## src/rtl/multicycle_control_alu_if.sv

```systemverilog
// Purpose: bundles the datapath-facing signals of the multicycle control/ALU core.
// Latency: n/a (wiring only); outputs of the core are a mix of registered strobes and combinational ALU/adder results.
// Backpressure: none; the datapath consumes every strobe in the cycle it is presented.
// Ports: instr/srcA/srcB/pcQ flow datapath -> core; ALU result, adders, control strobes and debug state flow core -> datapath.
interface multicycle_control_alu_if;
    logic [31:0] instr;
    logic [31:0] srcA;
    logic [31:0] srcB;
    logic [31:0] pcQ;
    logic [31:0] ALUResult;
    logic        zero;
    logic [31:0] pcPlus4;
    logic [31:0] pcBranch;
    logic [4:0]  ALUControl;
    logic        memToReg;
    logic        memWrite;
    logic        branchEnable;
    logic        ALUSrc;
    logic        regDst;
    logic        regWriteEnable;
    logic        jump;
    logic        jumpReg;
    logic        PCWrite;
    logic        IorD;
    logic        IRWrite;
    logic        ALUSrcA;
    logic        ALUSrcB;
    logic        pcEnable;
    logic [3:0]  state;

    // Datapath side: drives the instruction and operands, observes the core.
    modport master (
        output instr, srcA, srcB, pcQ,
        input  ALUResult, zero, pcPlus4, pcBranch, ALUControl,
        input  memToReg, memWrite, branchEnable, ALUSrc, regDst, regWriteEnable,
        input  jump, jumpReg, PCWrite, IorD, IRWrite, ALUSrcA, ALUSrcB, pcEnable, state
    );

    // Core side.
    modport slave (
        input  instr, srcA, srcB, pcQ,
        output ALUResult, zero, pcPlus4, pcBranch, ALUControl,
        output memToReg, memWrite, branchEnable, ALUSrc, regDst, regWriteEnable,
        output jump, jumpReg, PCWrite, IorD, IRWrite, ALUSrcA, ALUSrcB, pcEnable, state
    );
endinterface

```

## src/rtl/multicycle_control_alu.sv

```systemverilog
// Purpose: multicycle MIPS-subset control FSM merged with the 32-bit ALU and the PC adders.
// Latency: one state per clock (lw 5, R-type/addi/sw 4, beq/j/jal/jr 3 cycles); ALU and adders are combinational.
// Backpressure: none; the FSM advances every clock and the datapath must follow.
// Ports: clock, reset_n (async, active low), bus (slave modport of multicycle_control_alu_if).
module multicycle_control_alu (
    input  logic                           clock,
    input  logic                           reset_n,
    multicycle_control_alu_if.slave        bus
);

    typedef enum logic [3:0] {
        S_FETCH    = 4'd0,
        S_DECODE   = 4'd1,
        S_MEMADR   = 4'd2,
        S_MEMREAD  = 4'd3,
        S_MEMWB    = 4'd4,
        S_MEMWRITE = 4'd5,
        S_EXECUTE  = 4'd6,
        S_ALUWB    = 4'd7,
        S_BRANCH   = 4'd8,
        S_ADDIEXEC = 4'd9,
        S_ADDIWB   = 4'd10,
        S_JUMP     = 4'd11,
        S_JUMPREG  = 4'd12
    } state_t;

    typedef struct packed {
        logic       mem_to_reg;
        logic       mem_write;
        logic       branch_enable;
        logic       alu_src;
        logic       reg_dst;
        logic       reg_write_enable;
        logic       jump;
        logic       jump_reg;
        logic       pc_write;
        logic       ior_d;
        logic       ir_write;
        logic       alu_src_a;
        logic       alu_src_b;
        logic [4:0] alu_control;
    } ctrl_t;

    localparam logic [4:0] ALU_ADD = 5'd0;
    localparam logic [4:0] ALU_SUB = 5'd1;
    localparam logic [4:0] ALU_AND = 5'd2;
    localparam logic [4:0] ALU_OR  = 5'd3;
    localparam logic [4:0] ALU_XOR = 5'd4;
    localparam logic [4:0] ALU_NOR = 5'd5;
    localparam logic [4:0] ALU_SLT = 5'd6;
    localparam logic [4:0] ALU_SLL = 5'd7;

    localparam logic [5:0] OP_RTYPE = 6'h00;
    localparam logic [5:0] OP_J     = 6'h02;
    localparam logic [5:0] OP_JAL   = 6'h03;
    localparam logic [5:0] OP_BEQ   = 6'h04;
    localparam logic [5:0] OP_ADDI  = 6'h08;
    localparam logic [5:0] OP_LW    = 6'h23;
    localparam logic [5:0] OP_SW    = 6'h2B;
    localparam logic [5:0] FN_JR    = 6'h08;

    logic [5:0]  op;
    logic [5:0]  funct;
    logic [15:0] imm;
    logic        unused_instr;

    assign op           = bus.instr[31:26];
    assign funct        = bus.instr[5:0];
    assign imm          = bus.instr[15:0];
    assign unused_instr = ^bus.instr[25:16];

    function automatic state_t next_of(input state_t s, input logic [5:0] o, input logic [5:0] fn);
        state_t n;
        n = S_FETCH;
        case (s)
            S_FETCH:    n = S_DECODE;
            S_DECODE: begin
                case (o)
                    OP_LW, OP_SW: n = S_MEMADR;
                    OP_RTYPE:     n = (fn == FN_JR) ? S_JUMPREG : S_EXECUTE;
                    OP_BEQ:       n = S_BRANCH;
                    OP_ADDI:      n = S_ADDIEXEC;
                    OP_J, OP_JAL: n = S_JUMP;
                    default:      n = S_FETCH;
                endcase
            end
            S_MEMADR:   n = (o == OP_SW) ? S_MEMWRITE : S_MEMREAD;
            S_MEMREAD:  n = S_MEMWB;
            S_EXECUTE:  n = S_ALUWB;
            S_ADDIEXEC: n = S_ADDIWB;
            default:    n = S_FETCH;
        endcase
        return n;
    endfunction

    function automatic logic [4:0] funct_to_alu(input logic [5:0] fn);
        logic [4:0] a;
        case (fn)
            6'h20:   a = ALU_ADD;
            6'h22:   a = ALU_SUB;
            6'h24:   a = ALU_AND;
            6'h25:   a = ALU_OR;
            6'h26:   a = ALU_XOR;
            6'h27:   a = ALU_NOR;
            6'h2A:   a = ALU_SLT;
            6'h00:   a = ALU_SLL;
            default: a = ALU_ADD;
        endcase
        return a;
    endfunction

    // Strobes for the state being entered; registering them keeps the outputs glitch-free.
    function automatic ctrl_t ctrl_of(input state_t s, input logic [5:0] o, input logic [5:0] fn);
        ctrl_t c;
        c = '0;
        case (s)
            S_FETCH: begin
                c.ir_write = 1'b1;
                c.pc_write = 1'b1;
            end
            S_MEMADR, S_ADDIEXEC: begin
                c.alu_src_a = 1'b1;
                c.alu_src_b = 1'b1;
            end
            S_MEMREAD:  c.ior_d = 1'b1;
            S_MEMWB: begin
                c.mem_to_reg       = 1'b1;
                c.reg_write_enable = 1'b1;
            end
            S_MEMWRITE: begin
                c.ior_d     = 1'b1;
                c.mem_write = 1'b1;
            end
            S_EXECUTE: begin
                c.alu_src_a   = 1'b1;
                c.alu_src     = 1'b1;
                c.alu_control = funct_to_alu(fn);
            end
            S_ALUWB: begin
                c.reg_dst          = 1'b1;
                c.reg_write_enable = 1'b1;
            end
            S_BRANCH: begin
                c.alu_src_a     = 1'b1;
                c.alu_src       = 1'b1;
                c.alu_control   = ALU_SUB;
                c.branch_enable = 1'b1;
            end
            S_ADDIWB:   c.reg_write_enable = 1'b1;
            S_JUMP: begin
                c.jump             = 1'b1;
                c.pc_write         = 1'b1;
                // jal links through the register file; the datapath routes it to r31.
                c.reg_write_enable = (o == OP_JAL);
            end
            S_JUMPREG: begin
                c.jump_reg = 1'b1;
                c.pc_write = 1'b1;
            end
            default:    c = '0;
        endcase
        return c;
    endfunction

    state_t      state_q;
    state_t      state_d;
    ctrl_t       ctrl_q;
    logic [31:0] alu_result;

    always_comb begin
        state_d = next_of(state_q, op, funct);
    end

    always_ff @(posedge clock or negedge reset_n) begin
        if (!reset_n) begin
            state_q <= S_FETCH;
            ctrl_q  <= ctrl_of(S_FETCH, OP_RTYPE, 6'h00);
        end else begin
            state_q <= state_d;
            ctrl_q  <= ctrl_of(state_d, op, funct);
        end
    end

    always_comb begin
        alu_result = 32'd0;
        case (ctrl_q.alu_control)
            ALU_ADD: alu_result = bus.srcA + bus.srcB;
            ALU_SUB: alu_result = bus.srcA - bus.srcB;
            ALU_AND: alu_result = bus.srcA & bus.srcB;
            ALU_OR:  alu_result = bus.srcA | bus.srcB;
            ALU_XOR: alu_result = bus.srcA ^ bus.srcB;
            ALU_NOR: alu_result = ~(bus.srcA | bus.srcB);
            ALU_SLT: alu_result = {31'd0, ($signed(bus.srcA) < $signed(bus.srcB))};
            ALU_SLL: alu_result = bus.srcA << bus.srcB[4:0];
            default: alu_result = 32'd0;
        endcase
    end

    assign bus.ALUResult  = alu_result;
    assign bus.zero       = (alu_result == 32'd0);
    assign bus.pcPlus4    = bus.pcQ + 32'd4;
    assign bus.pcBranch   = bus.pcQ + {{14{imm[15]}}, imm, 2'b00};
    assign bus.ALUControl = ctrl_q.alu_control;
    assign bus.state      = state_q;

    // The reset value mirrors FETCH so the first cycle after release fetches,
    // but architectural writes must be held off while reset is still asserted.
    assign bus.PCWrite        = ctrl_q.pc_write & reset_n;
    assign bus.IRWrite        = ctrl_q.ir_write & reset_n;
    assign bus.memWrite       = ctrl_q.mem_write & reset_n;
    assign bus.regWriteEnable = ctrl_q.reg_write_enable & reset_n;
    assign bus.pcEnable       = (ctrl_q.pc_write | (ctrl_q.branch_enable & bus.zero)) & reset_n;

    assign bus.memToReg     = ctrl_q.mem_to_reg;
    assign bus.branchEnable = ctrl_q.branch_enable;
    assign bus.ALUSrc       = ctrl_q.alu_src;
    assign bus.regDst       = ctrl_q.reg_dst;
    assign bus.jump         = ctrl_q.jump;
    assign bus.jumpReg      = ctrl_q.jump_reg;
    assign bus.IorD         = ctrl_q.ior_d;
    assign bus.ALUSrcA      = ctrl_q.alu_src_a;
    assign bus.ALUSrcB      = ctrl_q.alu_src_b;

endmodule

```

## src/flat_wrapper.sv

```systemverilog
// flat-port wrapper written by rule: the top's interface ports become plain ports
module multicycle_control_alu_flat 
  (clock, reset_n, bus_instr, bus_srcA, bus_srcB, bus_pcQ, bus_ALUResult, bus_zero, bus_pcPlus4, bus_pcBranch, bus_ALUControl, bus_memToReg, bus_memWrite, bus_branchEnable, bus_ALUSrc, bus_regDst, bus_regWriteEnable, bus_jump, bus_jumpReg, bus_PCWrite, bus_IorD, bus_IRWrite, bus_ALUSrcA, bus_ALUSrcB, bus_pcEnable, bus_state);
  multicycle_control_alu_if bus_i ();
  input  logic clock;
  input  logic reset_n;
  input wire logic [$bits(bus_i.instr)-1:0] bus_instr;
  input wire logic [$bits(bus_i.srcA)-1:0] bus_srcA;
  input wire logic [$bits(bus_i.srcB)-1:0] bus_srcB;
  input wire logic [$bits(bus_i.pcQ)-1:0] bus_pcQ;
  output wire logic [$bits(bus_i.ALUResult)-1:0] bus_ALUResult;
  output wire logic [$bits(bus_i.zero)-1:0] bus_zero;
  output wire logic [$bits(bus_i.pcPlus4)-1:0] bus_pcPlus4;
  output wire logic [$bits(bus_i.pcBranch)-1:0] bus_pcBranch;
  output wire logic [$bits(bus_i.ALUControl)-1:0] bus_ALUControl;
  output wire logic [$bits(bus_i.memToReg)-1:0] bus_memToReg;
  output wire logic [$bits(bus_i.memWrite)-1:0] bus_memWrite;
  output wire logic [$bits(bus_i.branchEnable)-1:0] bus_branchEnable;
  output wire logic [$bits(bus_i.ALUSrc)-1:0] bus_ALUSrc;
  output wire logic [$bits(bus_i.regDst)-1:0] bus_regDst;
  output wire logic [$bits(bus_i.regWriteEnable)-1:0] bus_regWriteEnable;
  output wire logic [$bits(bus_i.jump)-1:0] bus_jump;
  output wire logic [$bits(bus_i.jumpReg)-1:0] bus_jumpReg;
  output wire logic [$bits(bus_i.PCWrite)-1:0] bus_PCWrite;
  output wire logic [$bits(bus_i.IorD)-1:0] bus_IorD;
  output wire logic [$bits(bus_i.IRWrite)-1:0] bus_IRWrite;
  output wire logic [$bits(bus_i.ALUSrcA)-1:0] bus_ALUSrcA;
  output wire logic [$bits(bus_i.ALUSrcB)-1:0] bus_ALUSrcB;
  output wire logic [$bits(bus_i.pcEnable)-1:0] bus_pcEnable;
  output wire logic [$bits(bus_i.state)-1:0] bus_state;
  assign bus_i.instr = bus_instr;
  assign bus_i.srcA = bus_srcA;
  assign bus_i.srcB = bus_srcB;
  assign bus_i.pcQ = bus_pcQ;
  assign bus_ALUResult = bus_i.ALUResult;
  assign bus_zero = bus_i.zero;
  assign bus_pcPlus4 = bus_i.pcPlus4;
  assign bus_pcBranch = bus_i.pcBranch;
  assign bus_ALUControl = bus_i.ALUControl;
  assign bus_memToReg = bus_i.memToReg;
  assign bus_memWrite = bus_i.memWrite;
  assign bus_branchEnable = bus_i.branchEnable;
  assign bus_ALUSrc = bus_i.ALUSrc;
  assign bus_regDst = bus_i.regDst;
  assign bus_regWriteEnable = bus_i.regWriteEnable;
  assign bus_jump = bus_i.jump;
  assign bus_jumpReg = bus_i.jumpReg;
  assign bus_PCWrite = bus_i.PCWrite;
  assign bus_IorD = bus_i.IorD;
  assign bus_IRWrite = bus_i.IRWrite;
  assign bus_ALUSrcA = bus_i.ALUSrcA;
  assign bus_ALUSrcB = bus_i.ALUSrcB;
  assign bus_pcEnable = bus_i.pcEnable;
  assign bus_state = bus_i.state;
  multicycle_control_alu u_core (.clock(clock), .reset_n(reset_n), .bus(bus_i));
endmodule
```

## config.mk

```make
export PLATFORM = sky130hd
export DESIGN_NAME = multicycle_control_alu_flat
export DESIGN_NICKNAME = d
export VERILOG_FILES = /design/src/rtl/multicycle_control_alu_if.sv /design/src/rtl/multicycle_control_alu.sv /design/src/flat_wrapper.sv
export SDC_FILE = /design/constraint.sdc
export NUM_CORES = 1
export LEC_CHECK = 0
export ABC_AREA = 1
export BUFFER_PORTS_ARGS = -buffer_cell sky130_fd_sc_hd__buf_2
export CORE_UTILIZATION = 45
export DETAILED_ROUTE_END_ITERATION = 12
export GPL_TIMING_DRIVEN = 0
export MAX_ROUTING_LAYER = met4
export PLACE_DENSITY = 0.79
export SLEW_MARGIN = 20
export SYNTH_ARGS = -nofsm -noshare
export SYNTH_HDL_FRONTEND = slang
export SYNTH_SLANG_ARGS = --single-unit
```

## constraint.sdc

```tcl
create_clock -name clock -period 7.4 [get_ports clock]
set_input_delay 2.22 -clock clock [delete_from_list [all_inputs] [get_ports clock]]
set_output_delay 2.22 -clock clock [all_outputs]
set_load 0.01 [all_outputs]
```

# Yosys cells after proc, flatten, opt, wreduce, memory -nomap -nowiden
# Index checks and enable logic that the tools add are counted.
# op_classes
addsub	4
multipliers	0
div	0
magnitude_cmp	1
n_eq_ne	36
shifts	1
n_mux	20
bitwise_logic	11
n_reduce_logical	14
# ops
operator	count
$pmux W32 S8	1
$add A32 B32 Y32	2
$eq A6 B6 Y1 const B	8
$add A32 B3 Y32 const B	1
$and A32 B32 Y32	1
$logic_not A32 Y1	1
$lt A32 B32 Y1	1
$not A32 Y32	1
$or A32 B32 Y32	1
$shl A32 B5 Y32	1
$sub A32 B32 Y32	1
$xor A32 B32 Y32	1
$eq A4 B4 Y1 const B	6
$pmux W4 S6	1
$pmux W3 S7	1
$eq A4 B3 Y1 const B	5
$pmux W4 S5	1
$eq A4 B2 Y1 const B	4
$eq A3 B3 Y1 const B	4
$eq A6 B2 Y1 const B	2
$eq A6 B4 Y1 const B	2
$logic_not A6 Y1	2
$mux W1	12
$reduce_or A2 Y1	5
other kinds (14)	22
# totals
register_bits	20
latch_bits	0
mem_bits_rw	0
romBits	0
out_inout_bits	120
memories	0

# Longest topological paths before layout
# logic_depth
depth_word	7
depth_mapped	22
depth_no_buf	21

# Worst setup path after synthesis
# No wires, ideal clock.
# synth_timing
kind	input port to output port
start	input port bus_srcB[3]
end	output port bus_zero
arrival_ps	4622
path_slack_ps	558
path_stages	21
cell_sequence	buf_2 inv_1 buf_1 ha_1 buf_4 inv_1 a21oi_1 nand2_1 nand2_1 nand2_1 nand2_1 nand2_2 nand2_1 nand2_1 nand2_1 nand3_1 nand3_1 nor2_1 nand2_1 nor2_1 and3_1
# synth_rtl
element	line_no	text
start, declared	flat_wrapper.sv:9	input wire logic [$bits(bus_i.srcB)-1:0] bus_srcB;
$sub A32 B32 Y32, or another cell as far along	multicycle_control_alu.sv:188	ALU_SUB: alu_result = bus.srcA - bus.srcB;
$pmux W32 S8 (*)	multicycle_control_alu.sv:186	case (ctrl_q.alu_control)
net bus_ALUResult[24]	flat_wrapper.sv:11	output wire logic [$bits(bus_i.ALUResult)-1:0] bus_ALUResult;
$logic_not A32 Y1 (*)	multicycle_control_alu.sv:200	assign bus.zero = (alu_result == 32'd0);
end, declared	flat_wrapper.sv:12	output wire logic [$bits(bus_i.zero)-1:0] bus_zero;
# Mark *: on every way through the listed nets, which the timed path passes. The rest lies on a longest branch.

# Worst setup path in the final report
# layout_timing
start	input port bus_srcA[16]
end	output port bus_pcEnable
# layout_between
elab_chain_len	7
# layout_rtl
element	line_no	text
start, declared	flat_wrapper.sv:8	input wire logic [$bits(bus_i.srcA)-1:0] bus_srcA;
parallel branches: the longest is 2 deep, another holds $sub A32 B32 Y32	--	
$pmux W32 S8 (*)	multicycle_control_alu.sv:186	
$logic_not A32 Y1 (*)	multicycle_control_alu.sv:200	
$and A1 B1 Y1 (*)	multicycle_control_alu.sv:212	assign bus.pcEnable = (ctrl_q.pc_write | (ctrl_q.branch_enable & bus.zero)) & reset_n;
$or A1 B1 Y1 (*)	multicycle_control_alu.sv:212	
$and A1 B1 Y1 (*)	multicycle_control_alu.sv:212	
end, declared	flat_wrapper.sv:29	output wire logic [$bits(bus_i.pcEnable)-1:0] bus_pcEnable;
# Every way passes the cells marked *.

==> run metrics <==
Reg2Reg Setup Slack between 5 and 6 ns; Inserted Diodes 0; Vias roughly 16,000; period utilisation layout 0.995; mean post-synth cell area approximately 5.3 um^2; drt drc 0; CTS Buffer Depth 2; CTS clock-pin slew for the worst setup and hold paths ~0.050 ns; Critical Path End Type primary output; Post-DP Area between 10,000 and 15,000 um^2; share of layout cells above drive strength 1 0.190; IR drop worst, VDD 212 uV; deepest level of the CTS H-tree 1; die area between 20,000 and 30,000 um^2; Hold Startpoint u_core.bus.state[2]; global route total overflow 0; clk_lat worst skew roughly 0.25 ns; PwrDens approximately 110 nW/um^2; Worst Path Required 5.18 ns; multiplexer share of the synthesized area 0; status complete, no violations; critical path class in2out; layout net count 2,761; Setup Skew about 0.0033 ns; total power approximately 1.5 mW; Synth Flop Type dfrtp_1; Syn Std Cell Area 11,900 um^2; Site Rows 59; simple logic cell fraction of the synthesized area 0.473; Starting Density 0.456; RR Endpoint u_core.ctrl_q[12]; maximum clock rate 136 MHz; XOR/XNOR Fraction of Synth Area 0.0428; total wire length 56,500 um; port bufs between 200 and 250; WHS Path Cells 2; library cells used by synthesis 58; min cycle time layout between 7 and 8 ns; drt pass-1 iters 7; chip width 164 um; Adder-Cell Fraction of Synth Area 0.156; DP HPWL ~48,000 um; peak fanout along the critical path 9; routability cong. approximately 1.0; largest net degree at the start of global routing 26; area share of the largest cell type after synthesis 0.205; ANT nets after route 0; number of synthesized register bits 20; gr usage total 0.424; max_cap viols 0; final setup fails 0; Critical Path Start Type input pin; Vias/cell around 5.7; Hold Path End u_core.bus.regDst; post-layout util 0.542; initial antenna violation count 0; initial drt markers around 1,600; synth warn 0; Post-synth top cells nand2_1, inv_1, nand3_1, nor2_1, ha_1; fin. max-slew vios 0; Post-CTS Hold Buffers 0; Post-Synthesis Cells 2,243; RR Startpoint u_core.bus.state[1]; Critical Path AT 5.14 ns; worst hold margin 0.598 ns; relative slew slack 0.601; post-synth top area cell nand2_1; CTS Buf Count 3; reg2reg path depth 14; first-pass GRT wire length 83,300 um; most numerous cell in the Yosys netlist nand2_1; sequential share of the synthesized area 0.0424; Leak around 8 nW; CTS Sinks 20; number of global-route vias before repair 14,900; Top-Level Pins 250; number of synthesized flops with an enable pin 0; post-synthesis async set-or-reset flop share 1.00; Core Footprint 26,000 um^2; Fin. Hold Viols 0; Compound-Gate Fraction of Synth Area 0.123; largest family of logic cells by synthesized area simple AND/OR/NAND/NOR gates; CTS Root Buffer Type clkbuf_16; area grow syn2layout 18.8%; final instance area 14,100 um^2; WL/cell approximately 20 um; CTS tree built; Slew @ Worst Pin 0.598 ns; top cells by area, synth nand2_1, ha_1, nand3_1; HP Class reg2reg; die height 164 um
==> critical path, stage by stage <==
cell and delay [ns]:
buf_2 0.18, inv_1 0.11, ha_1 0.29, buf_4 0.19, nor2_4 0.15, nand2_2 0.11, inv_1 0.12, nand2_4 0.11
inv_1 0.11, nand3_2 0.19, nand3_1 0.14, nand2_1 0.05, nand3_1 0.10, nand3_1 0.14, nor2_1 0.12, nand2_1 0.07
nor2_2 0.16, nand4_1 0.26, nand2_1 0.15, buf_2 0.14
==> placed cells by master, fill, tap and decap left out, drive strengths merged, types with 2 or more instances in the layout <==
cell type  instances
and2               3
nor2             247
o211ai             9
o21ai             87
conb               2
a22oi              2
nor4               5
nand3            306
fa                 3
nor3              43
xnor2             13
a211oi             8
o21bai            12
o22ai             19
dfrtp             18
o21a               3
dfstp              2
a221oi             2
a21oi             96
nand2            656
nand4             28
ha               143
buf              289
o2111ai            5
xor2              45
nand3b             7
and3               4
clkbuf            25
inv              389
==> kinds of logic after synthesis <==
group / after synthesis
other cells: 1
xor+xnor: 58
fa+ha+maj: 146
simple gates: 1303
buf+inv: 464
flops: 20
compound gates: 251
==> cell type report <==
type	count	area, um^2
Fill cell	2870	11900
Multi-Input combinational cell	1760	9870
Inverter	390	1480
Timing Repair Buffer	238	1220
Sequential cell	20	503
Buffer	72	498
Tap cell	335	419
Clock buffer	4	88.8
==> per-layer routing <==
metal  part of all wire  wire length [um]  GRT usage
met1               0.39             22100      0.500
met5                  0                 0          -
met3              0.092              5190     0.0641
met4              0.072              4060      0.236
met2               0.45             25200      0.686
==> worst max-delay path by stage <==
stage / to / start / slack (ns) / cells after the start
after floorplan: bus_zero / bus_srcB[3] / 0.56 / 21
after global placement: bus_pcEnable / bus_srcB[3] / -1.04 / 22
after detailed placement: bus_pcEnable / bus_srcB[3] / -1.02 / 22
after CTS: bus_pcEnable / bus_srcB[1] / 0.009 / 21
after global routing: bus_pcEnable / bus_srcA[5] / -0.03 / 22
final: bus_pcEnable / bus_srcA[16] / 0.04 / 20
==> stage by stage <==
step	setup TNS [ns]	setup slack, ns	std cells
finish	0	0.0357	2819
global route	-0.0302	-0.0302	2819
CTS	0	0.00921	2818
detailed placement	-2.77	-1.02	2814
global placement	-2.98	-1.04	2814
floorplan	0	0.558	2244
==> report_power, final <==
group / total, mW / switching (mW) / leakage [nW] / internal (mW)
Combinational: 1.23 / 0.827 / 7.81 / 0.403
Sequential: 0.156 / 0.0163 / 0.268 / 0.139
Clock: 0.123 / 0.0401 / 0.0442 / 0.0824
==> what timing repair did <==
action	CTS	global route
buffers inserted	1	2
gates cloned	0	0
setup endpoints to repair	13	2
pin swaps	3	17
gates resized for setup	47	120
hold endpoints to repair	0	0
No activity file was read; power rests on OpenSTA's default activity.
